$ cat config.mk
export PLATFORM = sky130hd
export DESIGN_NAME = pipe_skid_stage
export DESIGN_NICKNAME = d
export VERILOG_FILES = /design/src/rtl/pipe_skid_stage.sv
export SDC_FILE = /design/constraint.sdc
export NUM_CORES = 1
export LEC_CHECK = 0
export BUFFER_PORTS_ARGS = -buffer_cell sky130_fd_sc_hd__buf_2
export CAP_MARGIN = 30
export CORE_AREA = 2 2 81 98
export CTS_BUF_LIST = sky130_fd_sc_hd__clkbuf_16
export DETAILED_ROUTE_END_ITERATION = 7
export DIE_AREA = 0 0 83 100
export GPL_TIMING_DRIVEN = 1
export PLACE_DENSITY = 0.85
export RECOVER_POWER = 100
export SLEW_MARGIN = 20
export SYNTH_ARGS = -nofsm -noshare
export SYNTH_HDL_FRONTEND = slang
export SYNTH_SLANG_ARGS = --single-unit
export TNS_END_PERCENT = 5
$ cat constraint.sdc
create_clock -name clk -period 3.5 [get_ports clk]
set_clock_uncertainty 0.2 [all_clocks]
set_input_delay 0.35 -clock clk [delete_from_list [all_inputs] [get_ports clk]]
set_output_delay 0.35 -clock clk [all_outputs]
set_load 0.05 [all_outputs]
$ cat src/rtl/pipe_skid_stage.sv
// rtl/pipe_skid_stage.sv - two-entry registered skid stage with flush and stall counter
// All outputs come straight from registers; in_ready has no path from out_ready or in_valid.
module pipe_skid_stage #(
  parameter int DATA_W = 32,
  parameter int CNT_W  = 16
) (
  input  logic              clk,
  input  logic              reset,
  input  logic              flush,
  input  logic              in_valid,
  input  logic [DATA_W-1:0] in_data,
  output logic              in_ready,
  output logic              out_valid,
  output logic [DATA_W-1:0] out_data,
  input  logic              out_ready,
  output logic [1:0]        occupancy,
  input  logic              cnt_clr,
  output logic [CNT_W-1:0]  stall_cnt
);

  logic              main_valid, main_valid_n;
  logic [DATA_W-1:0] main_data, main_data_n;
  logic              skid_valid, skid_valid_n;
  logic [DATA_W-1:0] skid_data, skid_data_n;
  logic [1:0]        occupancy_n;
  logic [CNT_W-1:0]  stall_cnt_n;
  logic              in_fire, out_fire, stall;

  assign in_ready  = ~skid_valid;
  assign out_valid = main_valid;
  assign out_data  = main_data;

  assign in_fire  = in_valid & in_ready;
  assign out_fire = main_valid & out_ready;
  assign stall    = main_valid & ~out_ready;

  always_comb begin
    main_valid_n = main_valid;
    main_data_n  = main_data;
    skid_valid_n = skid_valid;
    skid_data_n  = skid_data;

    if (flush) begin
      main_valid_n = 1'b0;
      main_data_n  = '0;
      skid_valid_n = 1'b0;
      skid_data_n  = '0;
    end else if (!main_valid || out_fire) begin
      // skid drains first; in_fire cannot coincide since in_ready is low while skid holds
      if (skid_valid) begin
        main_valid_n = 1'b1;
        main_data_n  = skid_data;
        skid_valid_n = 1'b0;
      end else if (in_fire) begin
        main_valid_n = 1'b1;
        main_data_n  = in_data;
      end else begin
        main_valid_n = 1'b0;
      end
    end else if (in_fire) begin
      skid_valid_n = 1'b1;
      skid_data_n  = in_data;
    end

    occupancy_n = {1'b0, main_valid_n} + {1'b0, skid_valid_n};
  end

  always_comb begin
    stall_cnt_n = stall_cnt;
    if (cnt_clr) begin
      stall_cnt_n = '0;
    end else if (stall && (stall_cnt != {CNT_W{1'b1}})) begin
      stall_cnt_n = stall_cnt + CNT_W'(1);
    end
  end

  always_ff @(posedge clk or posedge reset) begin
    if (reset) begin
      main_valid <= 1'b0;
      main_data  <= '0;
      skid_valid <= 1'b0;
      skid_data  <= '0;
      occupancy  <= 2'd0;
      stall_cnt  <= '0;
    end else begin
      main_valid <= main_valid_n;
      main_data  <= main_data_n;
      skid_valid <= skid_valid_n;
      skid_data  <= skid_data_n;
      occupancy  <= occupancy_n;
      stall_cnt  <= stall_cnt_n;
    end
  end

endmodule

==> flow_summary.yaml, run 1 <==
status:
  outcome: "completed"
clocking:
  cts.clk_slew.worst_paths_ns: 0.06
  h-tree-depth: 3
  cts_sinks: 84
  cts_buffers: 9
  clockRootBuffer: "clkbuf_16"
  clock_latency_ns: 0.33
  clockBufferDepth: 2
  cts_tree: "yes"
global_route:
  grt_max_degree: 68
  grt-ovfl-total: 0
  grt_usage_pct: 21.97
  grt_pass1_wl_mm: 14.63
  grt_pass1_vias: 3131
  antenna_found_initial: 0
drt:
  drt_iter0_markers: 235
  ant_nets: 0
  drc: 0
  finalWirelength_mm: 8.963
  drt_pass1_iterations: 5
  wl_per_cell_um: 15.92
  vias: 3179
  vias_per_cell: 5.647
power_and_ir_drop:
  clock_power_share_pct: 38.2
  ir_drop_uv: 282.7
  p_per_area_mw_per_mm2: 487.3
  p_leak_nw: 1.847
  internal_power_mw: 1.555
  power_frac_comb_pct: 14.4
  p_sw_share_pct: 29.05
  netSwitchingPower_uw: 636.4
  seqPwrFrac_pct: 47.4
synthesis:
  avgSynthCellArea_um2: 9.845
  syn_area_mm2: 0.003810
  syn_inst: 387
  ys_seq_area_share_pct: 55.17
  synthTopCellsByArea: "dfrtp_1 (55%), mux2i_1 (8.7%), nand2_1 (6.9%)"
  synth.distinct_cells: 32
  syn_nets: 427
  ys_warn_count: 0
  synth_top_area_share_pct: 55.17
  synth-seq-cells: 84
  yosys.area.top_type: "dfrtp_1"
finish:
  final_cell_mix: "dfrtp_1 (84), nand2_1 (70), clkbuf_1 (55)"
  final_layout_size_suffix_gt1_share_pct: 12.31
  diodes: 0
  area_delta_synth_final_pct: 18.03
  fin_nets: 506
  layout.cells.non_filler: 563
  layout_commonest_cell: "dfrtp_1"
  fillers: 652
floorplanning:
  ioPinCount: 90
  die_area_mm2: 0.008300
  fp.dieW_um: 83
  floorplan.initialDensity_pct: 50.88
  coreArea_mm2: 0.007488
  die_h_um: 100
  std_cell_rows: 35
setup_path:
  cp-end-kind: "register"
  r2r_end: "stall_cnt[1]$_DFFE_PP0P_"
  cp_max_fo: 12
  rr_worst_depth: 6
  cp_data_required_time_ns: 3.51
  cp-start-kind: "register"
  worstPathArrival_ns: 2.74
  worstSetupPathType: "register to register"
  rr_startpoint: "stall_cnt[0]$_DFFE_PP0P_"
  reg2reg_slack_ns: 0.76
timing:
  timing.final.max_slew_violations: 0
  finalHoldViolCount: 0
  rsz0062_at_grt: "false"
  setup_tns_ns: 0
  finalSetupViolCount: 0
  slew_headroom_pct: 6.705
  fin_crit_ns: 2.739
  max_freq_ghz: 0.3651
  worstMarginPinSlew_ns: 1.396
  timing.final.crit_share_pct: 78.27
place:
  port_buffers: 89
  dp_cells: 546
  dpl.hpwl_mm: 5.974
  gp_congestion: 0.8745
hold_path:
  hold_path.startpoint: "in_data[31]"
  min_path_type: "input pin to register"
  holdPathEnd: "skid_data[31]$_DFFE_PP0P_"
  hold_depth: 3
job:
  drv_cap: 0
state kept, by name, summed over array words and instances (netlist names):
name and count:
out_data 32, skid_data 32, stall_cnt 16, occupancy 2, out_valid 1, skid_valid 1
layer usage:
metal | part of all wire (%) | vias to the layer above | wire (um) | global-route usage [%]
li1 | - | 1533 | - | -
met1 | 43 | 1544 | 3883 | 28.82
met2 | 50 | 88 | 4526 | 36.41
met3 | 4.2 | 14 | 374 | 4.688
met4 | 2.0 | 0 | 178 | 7.945
met5 | 0 | - | 0 | 0
cell usage after synthesis, drive strengths merged:
master and count:
a211oi 32, a21oi 47, and3 2, and4 2
buf 10, clkbuf 18, clkdlybuf4s50 1, dfrtp 84
ha 2, inv 3, mux2i 33, nand2 70
nand2b 1, nand3 8, nand4 3, nor2 36
nor2b 1, nor3 2, o21ai 5, o31ai 9
o41ai 1, or2 2, or3 5, or4 9
xor2 1
through the flow:
stage	setup slack (ns)	hold WS, ns	power [mW]	cell area [um^2]	util (%)
floorplan	0.7849	0.2807	1.285	3810	-
global placement	1.122	0.3091	1.370	4305	57.49
detailed placement	1.135	0.2608	1.381	4324	57.74
CTS	1.122	0.05360	2.219	4596	61.37
global route	0.5584	0.06196	2.284	4497	60.05
finish	0.7607	0.06176	2.191	4497	60.05
worst max-delay path: stages, from the launching register on:
cell	delay, ns
dfrtp_1	0.42
ha_1	0.25
nand3_1	0.15
o41ai_1	1.00
buf_4	0.34
mux2i_1	0.19
nor2_1	0.05
area by class of cell:
class	instances	area [um^2]	share of cell area, %
clock inverters	7	36.28	0.8069
clock buffers	9	225.2	5.008
well taps	92	115.1	2.560
flip-flops and latches	84	2102	46.74
multi-input cells	271	1569	34.89
inverters	3	15.01	0.3339
repair buffers	97	434.2	9.655
how the worst max path moves through the flow:
stage	startpoint	endpoint	depth (start not counted)
after floorplan	reset	occupancy[0]$_DFF_PP0_	1
final	stall_cnt[0]$_DFFE_PP0P_	stall_cnt[1]$_DFFE_PP0P_	6
after global placement	out_ready	skid_data[0]$_DFFE_PP0P_	5
after global routing	stall_cnt[0]$_DFFE_PP0P_	stall_cnt[1]$_DFFE_PP0P_	6
after detailed placement	stall_cnt[0]$_DFFE_PP0P_	stall_cnt[1]$_DFFE_PP0P_	6
after CTS	stall_cnt[0]$_DFFE_PP0P_	stall_cnt[1]$_DFFE_PP0P_	6
timing repair:
item	in CTS	in global routing
gates resized for setup	0	0
setup buffers	0	0
hold endpoints to repair	66	0
hold buffers	1	0
endpoints found under the setup margin	0	0
cells by family after synthesis:
logic type / Yosys count / share of synthesized area, %
compound gates: 94 / 15.14
xor+xnor: 1 / 0.2299
fa+ha+maj: 2 / 0.6567
buf+inv: 32 / 3.645
flops: 84 / 55.17
mux: 33 / 8.670
simple gates: 141 / 16.49
power by group through the flow:
stage	clock [mW]	sequential [mW]	combinational [mW]
floorplan	0	1.17	0.119
global placement	0	1.05	0.317
detailed placement	0	1.05	0.327
CTS	0.853	1.04	0.329
global route	0.902	1.04	0.339
finish	0.838	1.04	0.314
No activity file was read; power rests on OpenSTA's default activity.
==> run 2: changes to the inputs <==
==> constraint.sdc (replaced) <==
create_clock -name clk -period 2.7 [get_ports clk]
set_clock_uncertainty 0.2 [all_clocks]
set_input_delay 0.27 -clock clk [delete_from_list [all_inputs] [get_ports clk]]
set_output_delay 0.27 -clock clk [all_outputs]
set_load 0.05 [all_outputs]
==> run 2 against run 1 <==
Compared with the run above: routed wire length rose by 4.4%; clock power is 40% higher; setup slack got worse by 0.37 ns; sequential power up 29%; via count is 4.9% higher; largest power group unchanged.
==> flow_summary.yaml, run 2 (synthesis gave the netlist of run 1 again) <==
setup_path:
  cp_data_required_time_ns: 2.72
  crit_path_cell_trace: "nor2b_1 -> nor2_2 -> buf_12 -> nor2_1 -> a211oi_1"
  critPathTopFamily: "simple AND/OR/NAND/NOR gates"
  critPathMaxStageDelay_ns: 0.80
  worstPathArrival_ns: 2.33
  cp-end-kind: "register"
  cp_max_fo: 40
  cp-start-kind: "register"
  critPathSlowestCell: "nor2_2"
  rr_startpoint: "out_valid$_DFF_PP0_"
  worstSetupPathType: "register to register"
  cp_num_buf_inv: 1
  crit_start: "out_valid$_DFF_PP0_"
global_route:
  grt-ovfl-total: 0
  antenna_found_initial: 0
  grt_usage_pct: 22.50
  grt_pass1_wl_mm: 15.15
  grt_pass1_vias: 3156
  grt_max_degree: 85
job:
  drv_cap: 0
floorplanning:
  floorplan.initialDensity_pct: 50.88
  fp.dieW_um: 83
  ioPinCount: 90
  die_area_mm2: 0.008300
  die_h_um: 100
  coreArea_mm2: 0.007488
  std_cell_rows: 35
timing:
  slew_headroom_pct: 23.43
  finalHoldViolCount: 0
  timing.final.max_slew_violations: 0
  max_freq_ghz: 0.4335
  timing.final.crit_share_pct: 85.44
  fin_crit_ns: 2.307
  setup_tns_ns: 0
  rsz0062_at_grt: "false"
  worstMarginPinSlew_ns: 1.148
  finalSetupViolCount: 0
clocking:
  clockBufferDepth: 2
  h-tree-depth: 3
  cts_sinks: 84
  cts_buffers: 9
  clock_latency_ns: 0.32
  cts_tree: "yes"
  clockRootBuffer: "clkbuf_16"
  cts.clk_slew.worst_paths_ns: 0.06
hold_path:
  min_path_type: "input pin to register"
  hold_path.startpoint: "in_data[23]"
finish:
  diodes: 0
  final_layout_size_suffix_gt1_share_pct: 12.57
  layout_commonest_cell: "dfrtp_1"
  area_delta_synth_final_pct: 26.67
  fillers: 632
  final_cell_mix: "dfrtp_1 (83), nand2_1 (70), clkbuf_1 (54)"
  fin_nets: 536
drt:
  drc: 0
  vias: 3334
  drt_iter0_markers: 187
  wl_per_cell_um: 15.78
  vias_per_cell: 5.622
  ant_nets: 0
  drt_pass1_iterations: 4
  finalWirelength_mm: 9.356
place:
  gp_congestion: 0.8252
  port_buffers: 89
  dpl.hpwl_mm: 5.868
power_and_ir_drop:
  ir_drop_uv: 432.7
  p_leak_nw: 1.987
  power_mw: 2.964
  p_per_area_mw_per_mm2: 614.2
status:
  outcome: "completed"
-- run 2: tightest hold or removal path, delay by kind of cell --
| family | cells | cell delay [ns] |
|---|---|---|
| AND/OR/NAND/NOR | 1 | 0.05 |
| AO/OA/AOI/OAI | 1 | 0.05 |
| buffers and inverters | 1 | 0.11 |
-- run 2: what timing repair did --
item	4_1_cts	5_1_grt
endpoints found under the hold margin	110	1
hold buffers	27	1
gates resized for setup	0	0
setup buffers	0	0
-- run 2: per-stage QoR --
stage	hold WS, ns	worst slack [ns]	cells	util [%]	cell area (um^2)
5_1_grt	0.004324	0.2022	593	64.44	4826
4_1_cts	0.0005286	0.5944	592	65.65	4916
3_5_place_dp	0.2027	0.5986	549	58.23	4360
3_3_place_gp	0.1912	0.7035	549	58.23	4360
6_report	0.003353	0.3932	593	64.44	4826
2_1_floorplan	0.2007	0.06486	387	-	3810
-- run 2: area by class of cell --
class | instances | area (um^2) | share of cell area, %
sequential | 84 | 2103 | 43.58
multi-input combinational | 271 | 1572 | 32.56
timing repair buffer | 127 | 738.2 | 15.30
clock buffer | 9 | 225.2 | 4.667
tap | 92 | 115.1 | 2.385
clock inverter | 7 | 60.06 | 1.244
inverter | 3 | 12.51 | 0.2593
-- run 2: power breakdown --
part | switching [mW] | internal [mW] | leakage (nW)
Clock | 0.471 | 0.703 | 0.139
Sequential | 0.0312 | 1.31 | 1.13
Combinational | 0.322 | 0.123 | 0.713
Total | 0.824 | 2.14 | 1.99
-- run 2: final timing paths --
| check | endpoint | slack, ns | cells past startpoint |
|---|---|---|---|
| min in group asynchronous | stall_cnt[8]$_DFFE_PP0P_ | 0.69 | 4 |
| setup reg to reg | out_data[22]$_DFFE_PP0P_ | 0.39 | 5 |
| max in group asynchronous | skid_valid$_DFF_PP0_ | 0.84 | 4 |
| hold reg to reg | skid_data[15]$_DFFE_PP0P_ | 0.32 | 2 |
| hold / removal | skid_data[23]$_DFFE_PP0P_ | 0.003 | 3 |
| setup / recovery | out_data[22]$_DFFE_PP0P_ | 0.39 | 5 |
-- run 2: per-layer routing --
metal  up-vias  global-route usage, %  part of all wire, %  wire length, um
met3        23                  3.454                  4.4              415
met1      1602                  29.62                   43             4048
met2       120                  37.72                   50             4655
li1       1589                      -                    -                -
met4         0                  8.953                  2.5              237
met5         -                      0                    0                0
==> run 3: changes to the inputs <==
--- a/config.mk
+++ b/config.mk
@@ -7,10 +7,10 @@
 export LEC_CHECK = 0
 export BUFFER_PORTS_ARGS = -buffer_cell sky130_fd_sc_hd__buf_2
 export CAP_MARGIN = 30
-export CORE_AREA = 2 2 81 98
+export CORE_AREA = 4 4 83 100
 export CTS_BUF_LIST = sky130_fd_sc_hd__clkbuf_16
 export DETAILED_ROUTE_END_ITERATION = 7
-export DIE_AREA = 0 0 83 100
+export DIE_AREA = 0 0 87 104
 export GPL_TIMING_DRIVEN = 1
 export PLACE_DENSITY = 0.85
 export RECOVER_POWER = 100
==> run 3 against run 2 <==
Compared with the run above: the run now ends with capacitance limit, slew limit left; cell area is 0.99% higher; non-clock buffer count stayed put; hold slack better by 0.0053 ns; final cell count is 0.34% lower; register-to-register slack better by 0.05 ns; setup slack better by 0.052 ns; sequential power hardly changed; count of clock-buffer cells in the layout stayed put; largest power group unchanged; highest routed layer unchanged.
==> flow_summary.yaml, run 3 (synthesis gave the netlist of run 1 again) <==
drt:
  drc: 0
  finalWirelength_mm: 9.212
  vias_per_cell: 5.531
  wl_per_cell_um: 15.59
  ant_nets: 0
  drt_iter0_markers: 149
  vias: 3269
  drt_pass1_iterations: 4
global_route:
  use_met2_pct: 35.02
  grt_usage_pct: 20.94
  grt_pass1_wl_mm: 15.32
  gr-usage-met1_pct: 27.20
  grt-ovfl-total: 0
  antenna_found_initial: 0
  grt.met3_usage_pct: 3.962
  grt_max_degree: 53
  grt_busiest_layer: "met2"
  grt_pass1_vias: 3170
timing:
  fin_crit_ns: 2.255
  timing.final.crit_share_pct: 83.50
  setup_tns_ns: 0
  rsz0062_at_grt: "false"
  worstMarginPinSlew_ns: 1.499
  finalHoldViolCount: 0
  timing.final.max_slew_violations: 1
  finalSetupViolCount: 0
  max_freq_ghz: 0.4435
  slew_headroom_pct: -0.4516
job:
  drv_cap: 1
power_and_ir_drop:
  power_frac_comb_pct: 14.6
  ir_drop_uv: 526.3
  seqPwrFrac_pct: 43.7
  p_per_area_mw_per_mm2: 631.2
  internal_power_mw: 2.245
  power_mw: 3.076
  clock_power_share_pct: 41.7
  p_sw_share_pct: 27.03
  p_leak_nw: 2.012
  netSwitchingPower_uw: 831.4
clocking:
  clock_latency_ns: 0.33
  cts_buffers: 9
  cts_resized: 0
  cts_sinks: 84
  clockRootBuffer: "clkbuf_16"
  cts.clk_slew.worst_paths_ns: 0.06
  clockBufferDepth: 2
  h-tree-depth: 3
  cts_tree: "yes"
finish:
  area_delta_synth_final_pct: 27.91
  layout_commonest_cell: "dfrtp_1"
  utilization_pct: 66.99
  final_cell_mix: "dfrtp_1 (83), nand2_1 (70), clkbuf_1 (53)"
  final_layout_size_suffix_gt1_share_pct: 13.37
  seq_area_mm2: 0.002103
  fin_nets: 536
  diodes: 0
  fillers: 574
  multi_input_area_mm2: 0.001572
status:
  violations: "capacitance limit, slew limit"
  outcome: "finished with violations"
hold_path:
  hold_path.startpoint: "in_data[17]"
  hold_depth: 3
  min_path_type: "input pin to register"
  holdPathEnd: "skid_data[17]$_DFFE_PP0P_"
floorplanning:
  die_h_um: 104
  ioPinCount: 90
  fp.dieW_um: 87
  coreArea_mm2: 0.007274
  floorplan.initialDensity_pct: 52.37
  die_area_mm2: 0.009048
  std_cell_rows: 34
setup_path:
  cp-end-kind: "register"
  rr_startpoint: "out_valid$_DFF_PP0_"
  r2r_end: "out_data[11]$_DFFE_PP0P_"
  rr_worst_depth: 5
  critPathSlowestCell: "nor2_2"
  critPathMaxStageDelay_ns: 0.71
  cp_data_required_time_ns: 2.71
  crit_path_cell_trace: "nor2b_1 -> nor2_2 -> buf_12 -> nor2_1 -> a211oi_1"
  cp-start-kind: "register"
  crit_start: "out_valid$_DFF_PP0_"
  worstPathArrival_ns: 2.27
  reg2reg_slack_ns: 0.45
  cp_max_fo: 44
  worstSetupPathType: "register to register"
place:
  port_buffers: 89
  dpl.hpwl_mm: 5.994
  gp_congestion: 0.8215
==> run 3: changes by cell type in the layout (fill, tap and decap cells not counted), sizes merged, moves of 2 or more <==
cell / previous run / this run
clkbuf: 66 / 63
inv: 4 / 2
buf: 42 / 44
clkinv: 2 / 4
==> run 3: worst max path at each step <==
stage,depth (start not counted),end,slack (ns)
6_report,5,out_data[11]$_DFFE_PP0P_,0.45
3_5_place_dp,6,stall_cnt[11]$_DFFE_PP0P_,0.59
3_3_place_gp,4,stall_cnt[9]$_DFFE_PP0P_,0.70
5_1_grt,5,out_data[8]$_DFFE_PP0P_,0.29
2_1_floorplan,1,occupancy[0]$_DFF_PP0_,0.06
4_1_cts,5,stall_cnt[11]$_DFFE_PP0P_,0.58
==> run 3: layer usage <==
layer | vias to the layer above | share of wire (%)
met2 | 86 | 53
met4 | 0 | 1.0
li1 | 1583 | -
met1 | 1592 | 41
met5 | - | 0
met3 | 8 | 5.0
==> run 3: repair_timing <==
item,4_1_cts,5_1_grt
setup buffers,0,0
hold endpoints to repair,60,0
hold buffers,29,0
==> run 3: power groups by stage <==
stage               registers (mW)  clock network, mW  logic (mW)
floorplan                     1.51                  0       0.154
global placement              1.36                  0       0.423
finish                        1.34               1.28       0.448
detailed placement            1.37                  0       0.431
global route                  1.35               1.37       0.485
CTS                           1.34               1.31       0.464
==> run 3: final cells by class <==
| type | count | share of cell area (%) |
|---|---|---|
| flip-flops and latches | 84 | 43.16 |
| multi-input cells | 271 | 32.25 |
| repair buffers | 127 | 15.53 |
| clock buffers | 9 | 4.621 |
| well taps | 90 | 2.311 |
| clock inverters | 7 | 1.874 |
| inverters | 3 | 0.2567 |
==> run 3: metrics by stage <==
stage	cells	setup slack, ns	hold slack, ns	area [um^2]
2_1_floorplan	387	0.06486	0.2007	3810
3_3_place_gp	546	0.7001	0.1399	4350
3_5_place_dp	546	0.5918	0.1498	4350
4_1_cts	591	0.5796	0.001452	4957
5_1_grt	591	0.2896	0.01305	4873
6_report	591	0.4454	0.008675	4873
==> run 3: worst max-delay path, delay by kind of cell, from the launching register on <==
family / cells / cell delay (ns)
AOI/OAI and AO/OA: 1 / 0.28
DFF: 1 / 0.39
and+or+nand+nor: 3 / 0.96
buffers and inverters: 1 / 0.30
